<file path="src/rtl/channel_model_pkg.sv">
// Shared channel-model constants: coded block geometry and sync-header codes.
package channel_model_pkg;

  localparam int unsigned NB_CODED_BLOCK = 66;
  localparam int unsigned NB_SH          = 2;

  localparam logic [NB_SH-1:0] SH_DATA = 2'b01;
  localparam logic [NB_SH-1:0] SH_CTRL = 2'b10;

  // Only the data and control codes are legal sync headers.
  function automatic logic sh_is_valid(input logic [NB_SH-1:0] sh);
    return (sh == SH_DATA) || (sh == SH_CTRL);
  endfunction

endpackage

</file>
<file path="src/rtl/bit_error_popcount.sv">
// Combinational population count of a WIDTH-bit error vector.
module bit_error_popcount #(
  parameter int unsigned WIDTH = 66,
  localparam int unsigned NB_OUT = $clog2(WIDTH + 1)
) (
  input  logic [WIDTH-1:0]  data,
  output logic [NB_OUT-1:0] count
);

  // Sum the set bits of the vector.
  always_comb begin
    count = '0;
    for (int unsigned i = 0; i < WIDTH; i++) begin
      count = count + NB_OUT'(data[i]);
    end
  end

endmodule

</file>
<file path="src/rtl/channel_error_monitor.sv">
// Channel error monitor: compares clean and error-injected coded blocks,
// accumulating block, bit, burst and (optionally) sync-header error statistics
// over snapshot windows.
// Optional feature: define CHANNEL_MON_SH_CHECK_EN to enable sync-header checking.
module channel_error_monitor #(
  parameter int unsigned NB_CODED_BLOCK = channel_model_pkg::NB_CODED_BLOCK,
  parameter int unsigned NB_COUNT       = 32,
  parameter int unsigned NB_BURST       = 16
) (
  input  logic                      i_clock,
  input  logic                      i_reset,
  input  logic                      i_valid,
  input  logic [NB_CODED_BLOCK-1:0] i_ref_data,
  input  logic [NB_CODED_BLOCK-1:0] i_rx_data,
  input  logic                      i_rf_clear,
  input  logic                      i_rf_snapshot,
  output logic                      o_err_flag,
  output logic [NB_COUNT-1:0]       o_block_err_count,
  output logic [NB_COUNT-1:0]       o_bit_err_count,
  output logic [NB_COUNT-1:0]       o_block_count,
  output logic [NB_BURST-1:0]       o_max_burst,
  output logic [NB_COUNT-1:0]       o_sh_err_count
);
  import channel_model_pkg::*;

  localparam int unsigned NB_PC  = $clog2(NB_CODED_BLOCK + 1);
  localparam int unsigned NB_SUM = ((NB_COUNT > NB_PC) ? NB_COUNT : NB_PC) + 1;

  function automatic logic [NB_COUNT-1:0] sat_inc_cnt(input logic [NB_COUNT-1:0] a);
    return (a == '1) ? a : a + NB_COUNT'(1);
  endfunction

  function automatic logic [NB_BURST-1:0] sat_inc_burst(input logic [NB_BURST-1:0] a);
    return (a == '1) ? a : a + NB_BURST'(1);
  endfunction

  function automatic logic [NB_COUNT-1:0] sat_add_cnt(input logic [NB_COUNT-1:0] a,
                                                      input logic [NB_PC-1:0]    b);
    logic [NB_SUM-1:0] sum;
    sum = NB_SUM'(a) + NB_SUM'(b);
    return (sum > NB_SUM'({NB_COUNT{1'b1}})) ? '1 : sum[NB_COUNT-1:0];
  endfunction

  logic [NB_CODED_BLOCK-1:0] diff_in;
  logic [NB_CODED_BLOCK-1:0] s1_diff;
  logic                      s1_valid;
  logic [NB_PC-1:0]          pc;

  logic                      blk_err;
  logic [NB_COUNT-1:0]       live_blocks, live_blk_err, live_bit_err;
  logic [NB_COUNT-1:0]       blocks_next, blk_err_next, bit_err_next;
  logic [NB_BURST-1:0]       run_len, live_max, run_next, max_next;

  // Raw difference; the sync header is excluded when it is checked separately.
  always_comb begin
    diff_in = i_ref_data ^ i_rx_data;
`ifdef CHANNEL_MON_SH_CHECK_EN
    diff_in[NB_CODED_BLOCK-1 -: NB_SH] = '0;
`endif
  end

  // Stage 1: register the difference vector with its valid bit.
  always_ff @(posedge i_clock or negedge i_reset) begin
    if (!i_reset) begin
      s1_valid <= 1'b0;
      s1_diff  <= '0;
    end else if (i_rf_clear) begin
      s1_valid <= 1'b0;
      s1_diff  <= '0;
    end else begin
      s1_valid <= i_valid;
      s1_diff  <= diff_in;
    end
  end

  bit_error_popcount #(.WIDTH(NB_CODED_BLOCK)) u_popcount (
    .data  (s1_diff),
    .count (pc)
  );

  // Stage 2: next values of the live statistics and burst tracker.
  always_comb begin
    blk_err      = s1_valid && (pc != '0);
    blocks_next  = live_blocks;
    blk_err_next = live_blk_err;
    bit_err_next = live_bit_err;
    run_next     = run_len;
    max_next     = live_max;
    if (s1_valid) begin
      blocks_next = sat_inc_cnt(live_blocks);
      if (blk_err) begin
        blk_err_next = sat_inc_cnt(live_blk_err);
        bit_err_next = sat_add_cnt(live_bit_err, pc);
        run_next     = sat_inc_burst(run_len);
      end else begin
        run_next = '0;
      end
      max_next = (run_next > live_max) ? run_next : live_max;
    end
  end

  // Live counters: restart on snapshot, but the current run carries over and
  // seeds the new window's maximum.
  always_ff @(posedge i_clock or negedge i_reset) begin
    if (!i_reset) begin
      live_blocks  <= '0;
      live_blk_err <= '0;
      live_bit_err <= '0;
      run_len      <= '0;
      live_max     <= '0;
    end else if (i_rf_clear) begin
      live_blocks  <= '0;
      live_blk_err <= '0;
      live_bit_err <= '0;
      run_len      <= '0;
      live_max     <= '0;
    end else if (i_rf_snapshot) begin
      live_blocks  <= '0;
      live_blk_err <= '0;
      live_bit_err <= '0;
      run_len      <= run_next;
      live_max     <= run_next;
    end else begin
      live_blocks  <= blocks_next;
      live_blk_err <= blk_err_next;
      live_bit_err <= bit_err_next;
      run_len      <= run_next;
      live_max     <= max_next;
    end
  end

  // Error flag and reported statistics (reported values move only on snapshot/clear).
  always_ff @(posedge i_clock or negedge i_reset) begin
    if (!i_reset) begin
      o_err_flag        <= 1'b0;
      o_block_count     <= '0;
      o_block_err_count <= '0;
      o_bit_err_count   <= '0;
      o_max_burst       <= '0;
    end else if (i_rf_clear) begin
      o_err_flag        <= 1'b0;
      o_block_count     <= '0;
      o_block_err_count <= '0;
      o_bit_err_count   <= '0;
      o_max_burst       <= '0;
    end else begin
      o_err_flag <= blk_err;
      if (i_rf_snapshot) begin
        o_block_count     <= blocks_next;
        o_block_err_count <= blk_err_next;
        o_bit_err_count   <= bit_err_next;
        o_max_burst       <= max_next;
      end
    end
  end

`ifdef CHANNEL_MON_SH_CHECK_EN
  logic                s1_sh_bad;
  logic [NB_COUNT-1:0] live_sh_err, sh_next;

  assign sh_next = (s1_valid && s1_sh_bad) ? sat_inc_cnt(live_sh_err) : live_sh_err;

  // Sync-header errors follow the same window rules as the other counters.
  always_ff @(posedge i_clock or negedge i_reset) begin
    if (!i_reset) begin
      s1_sh_bad      <= 1'b0;
      live_sh_err    <= '0;
      o_sh_err_count <= '0;
    end else if (i_rf_clear) begin
      s1_sh_bad      <= 1'b0;
      live_sh_err    <= '0;
      o_sh_err_count <= '0;
    end else begin
      s1_sh_bad <= !sh_is_valid(i_rx_data[NB_CODED_BLOCK-1 -: NB_SH]);
      if (i_rf_snapshot) begin
        live_sh_err    <= '0;
        o_sh_err_count <= sh_next;
      end else begin
        live_sh_err <= sh_next;
      end
    end
  end
`else
  assign o_sh_err_count = '0;
`endif

endmodule

</file>
<file path="config.mk">
export PLATFORM = sky130hd
export DESIGN_NAME = channel_error_monitor
export DESIGN_NICKNAME = d
export VERILOG_FILES = /design/src/rtl/channel_model_pkg.sv /design/src/rtl/bit_error_popcount.sv /design/src/rtl/channel_error_monitor.sv
export SDC_FILE = /design/constraint.sdc
export NUM_CORES = 1
export LEC_CHECK = 0
export ABC_CLOCK_PERIOD_IN_PS = 12500
export BUFFER_PORTS_ARGS = -buffer_cell sky130_fd_sc_hd__buf_4
export CORE_MARGIN = 8
export CORE_UTILIZATION = 41
export DETAILED_ROUTE_END_ITERATION = 12
export SLEW_MARGIN = 30
export SYNTH_ARGS = -nofsm -noshare
export SYNTH_HDL_FRONTEND = slang
export SYNTH_SLANG_ARGS = --single-unit
</file>
<file path="constraint.sdc">
create_clock -name i_clock -period 12.5 [get_ports i_clock]
set_clock_uncertainty 0.15 [all_clocks]
set_input_delay 1.875 -clock i_clock [delete_from_list [all_inputs] [get_ports i_clock]]
set_output_delay 1.875 -clock i_clock [all_outputs]
set_load 0.05 [all_outputs]
</file>
==> flow_summary.json, run 1 <==
{
  "slowest_stage": "a31o_4",
  "numCtsBuffers": 36,
  "ys_ff_latch": 308,
  "setup_viol": 0,
  "switching_share_pct": 46.5,
  "combPwrFrac_pct": 65.7,
  "seq_area_frac_synth_pct": 45.4,
  "finalSetupTns_ns": 0,
  "r2r_cells": 27,
  "io_buffer_count": 249,
  "vias": 12877,
  "nNetsFinal": 2164,
  "cp.depth": 27,
  "synth_common_cells": "dfrtp_1, nor2_1, inv_1, xnor2_1, a211oi_1",
  "grt_max_degree": 100,
  "synth_area_per_cell_um2": 9.91,
  "vdd_drop_max_v": 0.000675,
  "synthFlopType": "dfrtp_1",
  "drc_errors": 0,
  "core-area_um2": 40800,
  "postCtsSetupBuffers": 0,
  "status": "completed",
  "grt_pass1_vias": 13472,
  "p_sw_mw": 2.94,
  "cp_top_family": "adder cells",
  "clkPwrFrac_pct": 17.1,
  "p_leak_nw": 9.27,
  "synth_most_common_cell": "dfrtp_1",
  "hold_depth": 2,
  "rsz0062_at_grt": "false",
  "crit_path_end_kind": "register",
  "worst_path_most_repeated_cell": "fa_1",
  "crit_arrival_ns": 10.16,
  "wirelength_mm": 43.3,
  "dp_hpwl_mm": 31.4,
  "timing.critical_path.from": "s1_diff[0]$_DFF_PN0_",
  "fmax_mhz": 101,
  "antenna_found_initial": 0,
  "min_period_ns": 9.90,
  "powerDensity_nw_per_um2": 310,
  "antenna_cells": 0,
  "synth_enable_flop_cells": 0,
  "die_y_um": 219,
  "numClockSinks": 308,
  "min_from": "o_bit_err_count[7]$_DFFE_PN0P_",
  "startpoint_type": "register",
  "cts_buffer_depth": 3,
  "synth_area_um2": 17000,
  "die_x_um": 219,
  "hold_viol_final": 0,
  "wl_per_cell_um": 17.5,
  "cp_max_fo": 50,
  "max_slew.worst_pin.slew_ns": 0.908,
  "timing.slew.headroom_pct": 39.5,
  "synth_top_cell_area_share_pct": 45.4,
  "groute.usage.overall_pct": 18.0,
  "yosys_warnings": 0,
  "htree_levels": 2,
  "path_class": "register to register",
  "insertion_delay_ns": 0.54,
  "final_antenna_net_count": 0,
  "cts_tree": "done",
  "globalRouteOverflowTotal": 0,
  "sequentialPowerShare_pct": 17.1,
  "synth_top_area_cell": "dfrtp_1",
  "io_pins": 282,
  "routed_via_density": 5.19,
  "synth.area.top_cells": "dfrtp_1, fa_1, nor2_1, xnor2_1, a211oi_1",
  "cp.required_ns": 12.77,
  "critPathBufInv": 3,
  "std_cell_rows": 74,
  "cap_violations": 0,
  "holdBufCountCts": 0,
  "period_share_pct": 79.2,
  "die_area_um2": 48200,
  "initial_core_util_pct": 41.6,
  "slew_viol_final": 0,
  "async_flop_share_pct": 100,
  "clkTransAtPathRegs_ns": 0.06,
  "cts_resized": 0,
  "gp_congestion": 0.890,
  "grt_pass1_wl_mm": 70.6,
  "hp-class": "register to register",
  "drive_gt1_share_pct": 18.8,
  "r2r-start": "s1_diff[0]$_DFF_PN0_",
  "firstDrtPassIters": 5,
  "hold_ws_ns": 0.336,
  "root_buffer": "clkbuf_16",
  "ys_types": 82,
  "syn_inst": 1713,
  "crit_path_max_incr_delay_ns": 0.66,
  "area_growth_pct": 20.2,
  "drt-initial-drc-count": 676,
  "internal_power_mw": 3.38
}
## sequential cells by signal, indices dropped and copies added, names as in the netlist
| signal | count |
|---|---|
| live_max | 16 |
| o_bit_err_count | 32 |
| live_blk_err | 32 |
| o_block_err_count | 32 |
| s1_diff | 66 |
| s1_valid | 1 |
| o_max_burst | 16 |
| o_block_count | 32 |
| live_bit_err | 32 |
| o_err_flag | 1 |
| live_blocks | 32 |
| run_len | 16 |
## worst register-to-register path: cells and delay by family (launching register included)
| kind | cells | cell delay [ns] |
|---|---|---|
| AOI/OAI and AO/OA | 7 | 2.65 |
| adders and majority gates | 12 | 5.47 |
| buffers and inverters | 3 | 0.15 |
| DFF | 1 | 0.37 |
| muxes | 1 | 0.26 |
| and+or+nand+nor | 4 | 0.75 |
## layout make-up
type / instances / area [µm²]
Clock buffer: 48 / 1020
Timing Repair Buffer: 265 / 2010
Inverter: 135 / 507
Clock inverter: 11 / 190
Multi-Input combinational cell: 1182 / 8300
Sequential cell: 308 / 7710
Tap cell: 532 / 666
Fill cell: 3812 / 20400
## metal layers
layer / track usage (%) / wire length (µm) / share of wire [%] / up-vias
met3: 4.58 / 3270 / 7.5 / 72
met2: 29.0 / 20200 / 47 / 389
met1: 23.4 / 18700 / 43 / 6219
met5: 0 / 0 / 0 / -
met4: 6.07 / 1070 / 2.5 / 0
li1: - / - / - / 6197
## cells in the final DEF, fill, tap and decap left out, types with 37 or more instances in the layout
master,n
nand3_1,50
a21oi_1,59
fa_1,57
nor2_1,288
inv_1,135
ha_1,42
xor2_1,49
buf_4,260
xnor2_1,112
dfrtp_1,308
a211oi_1,99
clkbuf_16,37
nand2_1,85
## power groups by stage
stage | Clock, mW | Sequential, mW | Combinational, mW
after global routing | 1.15 | 1.09 | 4.71
after detailed placement | 0 | 1.10 | 4.16
after floorplan | 0 | 1.16 | 3.25
final | 1.08 | 1.08 | 4.16
after global placement | 0 | 1.10 | 4.03
after CTS | 1.12 | 1.08 | 4.20
## through the flow
stage	area, µm²	worst slack (ns)	std cells	power, mW	util [%]
2_1_floorplan	17100	3.48	1744	4.41	-
3_3_place_gp	19200	2.99	2422	5.13	47.0
3_5_place_dp	19200	2.62	2422	5.26	47.0
4_1_cts	20400	2.59	2481	6.40	49.9
5_1_grt	20400	2.08	2481	6.95	50.0
6_report	20400	2.60	2481	6.33	50.0
## final timing paths
check | to | slack, ns
min in group asynchronous | o_max_burst[7]$_DFFE_PN0P_ | 1.19
max in group asynchronous | s1_diff[23]$_DFF_PN0_ | 9.60
max reg2reg | live_max[13]$_DFF_PN0_ | 2.60
max | live_max[13]$_DFF_PN0_ | 2.60
min reg2reg | o_bit_err_count[7]$_DFFE_PN0P_ | 0.34
min | o_bit_err_count[7]$_DFFE_PN0P_ | 0.34
## cells by family (layout without fill, tap and decap cells)
| kind of cell | count (synthesis) | count (layout) | share of synthesized area (%) |
|---|---|---|---|
| and+or+nand+nor | 610 | 610 | 17.7 |
| buffers and inverters | 254 | 459 | 6.52 |
| muxes | 22 | 22 | 1.36 |
| xor gates and xnor gates | 162 | 162 | 8.41 |
| AOI/OAI and AO/OA | 257 | 257 | 10.7 |
| adders and majority gates | 99 | 99 | 9.82 |
| other | 1 | 32 | 0.0221 |
| DFF | 308 | 308 | 45.4 |
Power figures use the tool's default switching activity.
==> inputs of run 2 (changes only) <==
--- a/config.mk
+++ b/config.mk
@@ -5,7 +5,7 @@
 export SDC_FILE = /design/constraint.sdc
 export NUM_CORES = 1
 export LEC_CHECK = 0
-export ABC_CLOCK_PERIOD_IN_PS = 12500
+export ABC_CLOCK_PERIOD_IN_PS = 8200
 export BUFFER_PORTS_ARGS = -buffer_cell sky130_fd_sc_hd__buf_4
 export CORE_MARGIN = 8
 export CORE_UTILIZATION = 41
==> constraint.sdc (replaced) <==
create_clock -name i_clock -period 8.2 [get_ports i_clock]
set_clock_uncertainty 0.15 [all_clocks]
set_input_delay 1.23 -clock i_clock [delete_from_list [all_inputs] [get_ports i_clock]]
set_output_delay 1.23 -clock i_clock [all_outputs]
set_load 0.05 [all_outputs]
==> run 2 against run 1 <==
The flow now finishes with violations (setup timing). First-iteration DRC count increased by 17%. Count of clock-buffer cells in the layout unchanged. Design area increased by 6.2%. Hold slack got worse by 0.0017 ns. Die area unchanged. Fmax increased by 15%. Critical path type unchanged. Critical endpoint is now o_max_burst[11]$_DFFE_PN0P_.
==> flow_summary.json, run 2 (synthesized netlist as in run 1, its figures left out) <==
{
  "slowest_stage": "fa_1",
  "setup_viol": 34,
  "io_pins": 282,
  "numCtsBuffers": 36,
  "globalRouteOverflowTotal": 0,
  "grt_max_degree": 144,
  "fill_cells": 3712,
  "drc_errors": 0,
  "final_cell_mix": "buf_4, dfrtp_1, nor2_1",
  "period_share_pct": 105,
  "initial_core_util_pct": 41.6,
  "regMostFlops": "s1_diff",
  "vias": 13152,
  "gp_congestion": 0.875,
  "insertion_delay_ns": 0.54,
  "cap_violations": 0,
  "grt_pass1_vias": 13855,
  "nNetsFinal": 2229,
  "status": "complete, but fails checks",
  "die_y_um": 219,
  "ff_latch_area_um2": 7710,
  "cts_tree": "done",
  "largest_reg_flops": 66,
  "slew_viol_final": 0,
  "cts_buffer_depth": 3,
  "area_growth_pct": 27.7,
  "crit_arrival_ns": 8.85,
  "min_period_ns": 8.63,
  "cp_max_fo": 5,
  "drive_gt1_share_pct": 26.3,
  "hp-class": "register to register",
  "htree_levels": 2,
  "post-route-worst-setup-slack_ns": -0.430,
  "grt_pass1_wl_mm": 72.6,
  "wl_per_cell_um": 17.6,
  "wirelength_mm": 44.9,
  "rsz0062_at_grt": "true",
  "layout_commonest_cell": "buf_4",
  "violations": "setup timing",
  "die_area_um2": 48200,
  "final_antenna_net_count": 0,
  "hold_viol_final": 0,
  "routed_via_density": 5.15,
  "cp.required_ns": 8.42,
  "startpoint_type": "register",
  "dp_hpwl_mm": 31.7,
  "clkTransAtPathRegs_ns": 0.06,
  "groute.usage.overall_pct": 18.4,
  "core-area_um2": 40800,
  "crit_path_end_kind": "register",
  "drt-initial-drc-count": 792,
  "fin_util_pct": 53.1,
  "fmax_mhz": 116,
  "root_buffer": "clkbuf_16",
  "numClockSinks": 308,
  "firstDrtPassIters": 4,
  "worst_path_most_repeated_cell": "fa_1",
  "std_cell_rows": 74,
  "timing.slew.headroom_pct": 35.0,
  "antenna_found_initial": 0,
  "multiInputGateArea_um2": 8960,
  "die_x_um": 219,
  "io_buffer_count": 249,
  "crit_path_max_incr_delay_ns": 0.51,
  "max_slew.worst_pin.slew_ns": 0.972,
  "antenna_cells": 0,
  "path_class": "register to register"
}
run 2: cell types whose count changed in the layout (fill, tap and decap cells not counted), moves of 6 or more:
cell      previous run  this run
buf_4              260       316
nor4_1              17        11
a21oi_2              1        12
a211oi_2             5        11
nor2_1             288       279
o21ai_0             22        14
a21oi_1             59        46
a211oi_1            99        92
nand2_1             85        79
nor2_4               0         6
o21ai_1              1         7
clkinv_2             3         9
mux2i_1             17         8
run 2: final cells by class:
class	instances	area share (%)
clock buffer	48	4.84
clock inverter	17	0.941
multi-input combinational	1184	41.4
timing repair buffer	328	11.9
sequential	308	35.6
inverter	135	2.34
tap	532	3.07
run 2: path summary, 6_finish.rpt:
| path | from | to | slack (ns) | depth (start not counted) |
|---|---|---|---|---|
| min | o_bit_err_count[7]$_DFFE_PN0P_ | o_bit_err_count[7]$_DFFE_PN0P_ | 0.33 | 2 |
| min in group asynchronous | i_reset | o_max_burst[11]$_DFFE_PN0P_ | 0.64 | 1 |
| max in group asynchronous | i_reset | o_bit_err_count[17]$_DFFE_PN0P_ | 5.90 | 2 |
| max reg2reg | s1_diff[0]$_DFF_PN0_ | o_max_burst[11]$_DFFE_PN0P_ | -0.43 | 29 |
| min reg2reg | o_bit_err_count[7]$_DFFE_PN0P_ | o_bit_err_count[7]$_DFFE_PN0P_ | 0.33 | 2 |
| max | s1_diff[0]$_DFF_PN0_ | o_max_burst[11]$_DFFE_PN0P_ | -0.43 | 29 |
run 2: critical path, delay by kind of cell (launching register included):
family / cells / cell delay (ns)
buf+inv: 5 / 0.43
simple gates: 3 / 0.38
flops: 1 / 0.36
compound gates: 7 / 1.51
fa+ha+maj: 12 / 5.03
mux: 2 / 0.61
run 2: layer usage:
metal / up-vias / wire, µm / GRT usage (%) / share of wire (%)
li1: 6335 / - / - / -
met1: 6465 / 19800 / 24.1 / 44
met2: 295 / 21600 / 30.5 / 48
met3: 57 / 2830 / 4.50 / 6.3
met4: 0 / 743 / 4.58 / 1.7
met5: - / 0 / 0 / 0
run 2: timing repair:
item | 4_1_cts | 5_1_grt
endpoints found under the setup margin | 79 | 99
hold buffers | 0 | 0
gates resized for setup | 49 | 71
pin swaps | 27 | 19
cloned | 2 | 1
setup buffers | 12 | 6
run 2: per-stage QoR:
step | hold slack, ns | setup TNS, ns | cells | setup slack [ns] | cell area, µm²
after floorplan | 0.330 | -6.31 | 1744 | -0.270 | 17200
after global placement | 0.322 | -12.89 | 2466 | -0.439 | 19600
after detailed placement | 0.327 | -20.45 | 2466 | -0.603 | 19600
after CTS | 0.341 | -11.24 | 2545 | -0.391 | 21200
after global routing | 0.366 | -34.19 | 2552 | -0.721 | 21700
final | 0.334 | -12.26 | 2552 | -0.430 | 21700
Power of run 2 is not shown: default switching activity piles up to over one toggle a cycle in this logic, so the estimate is an artifact.
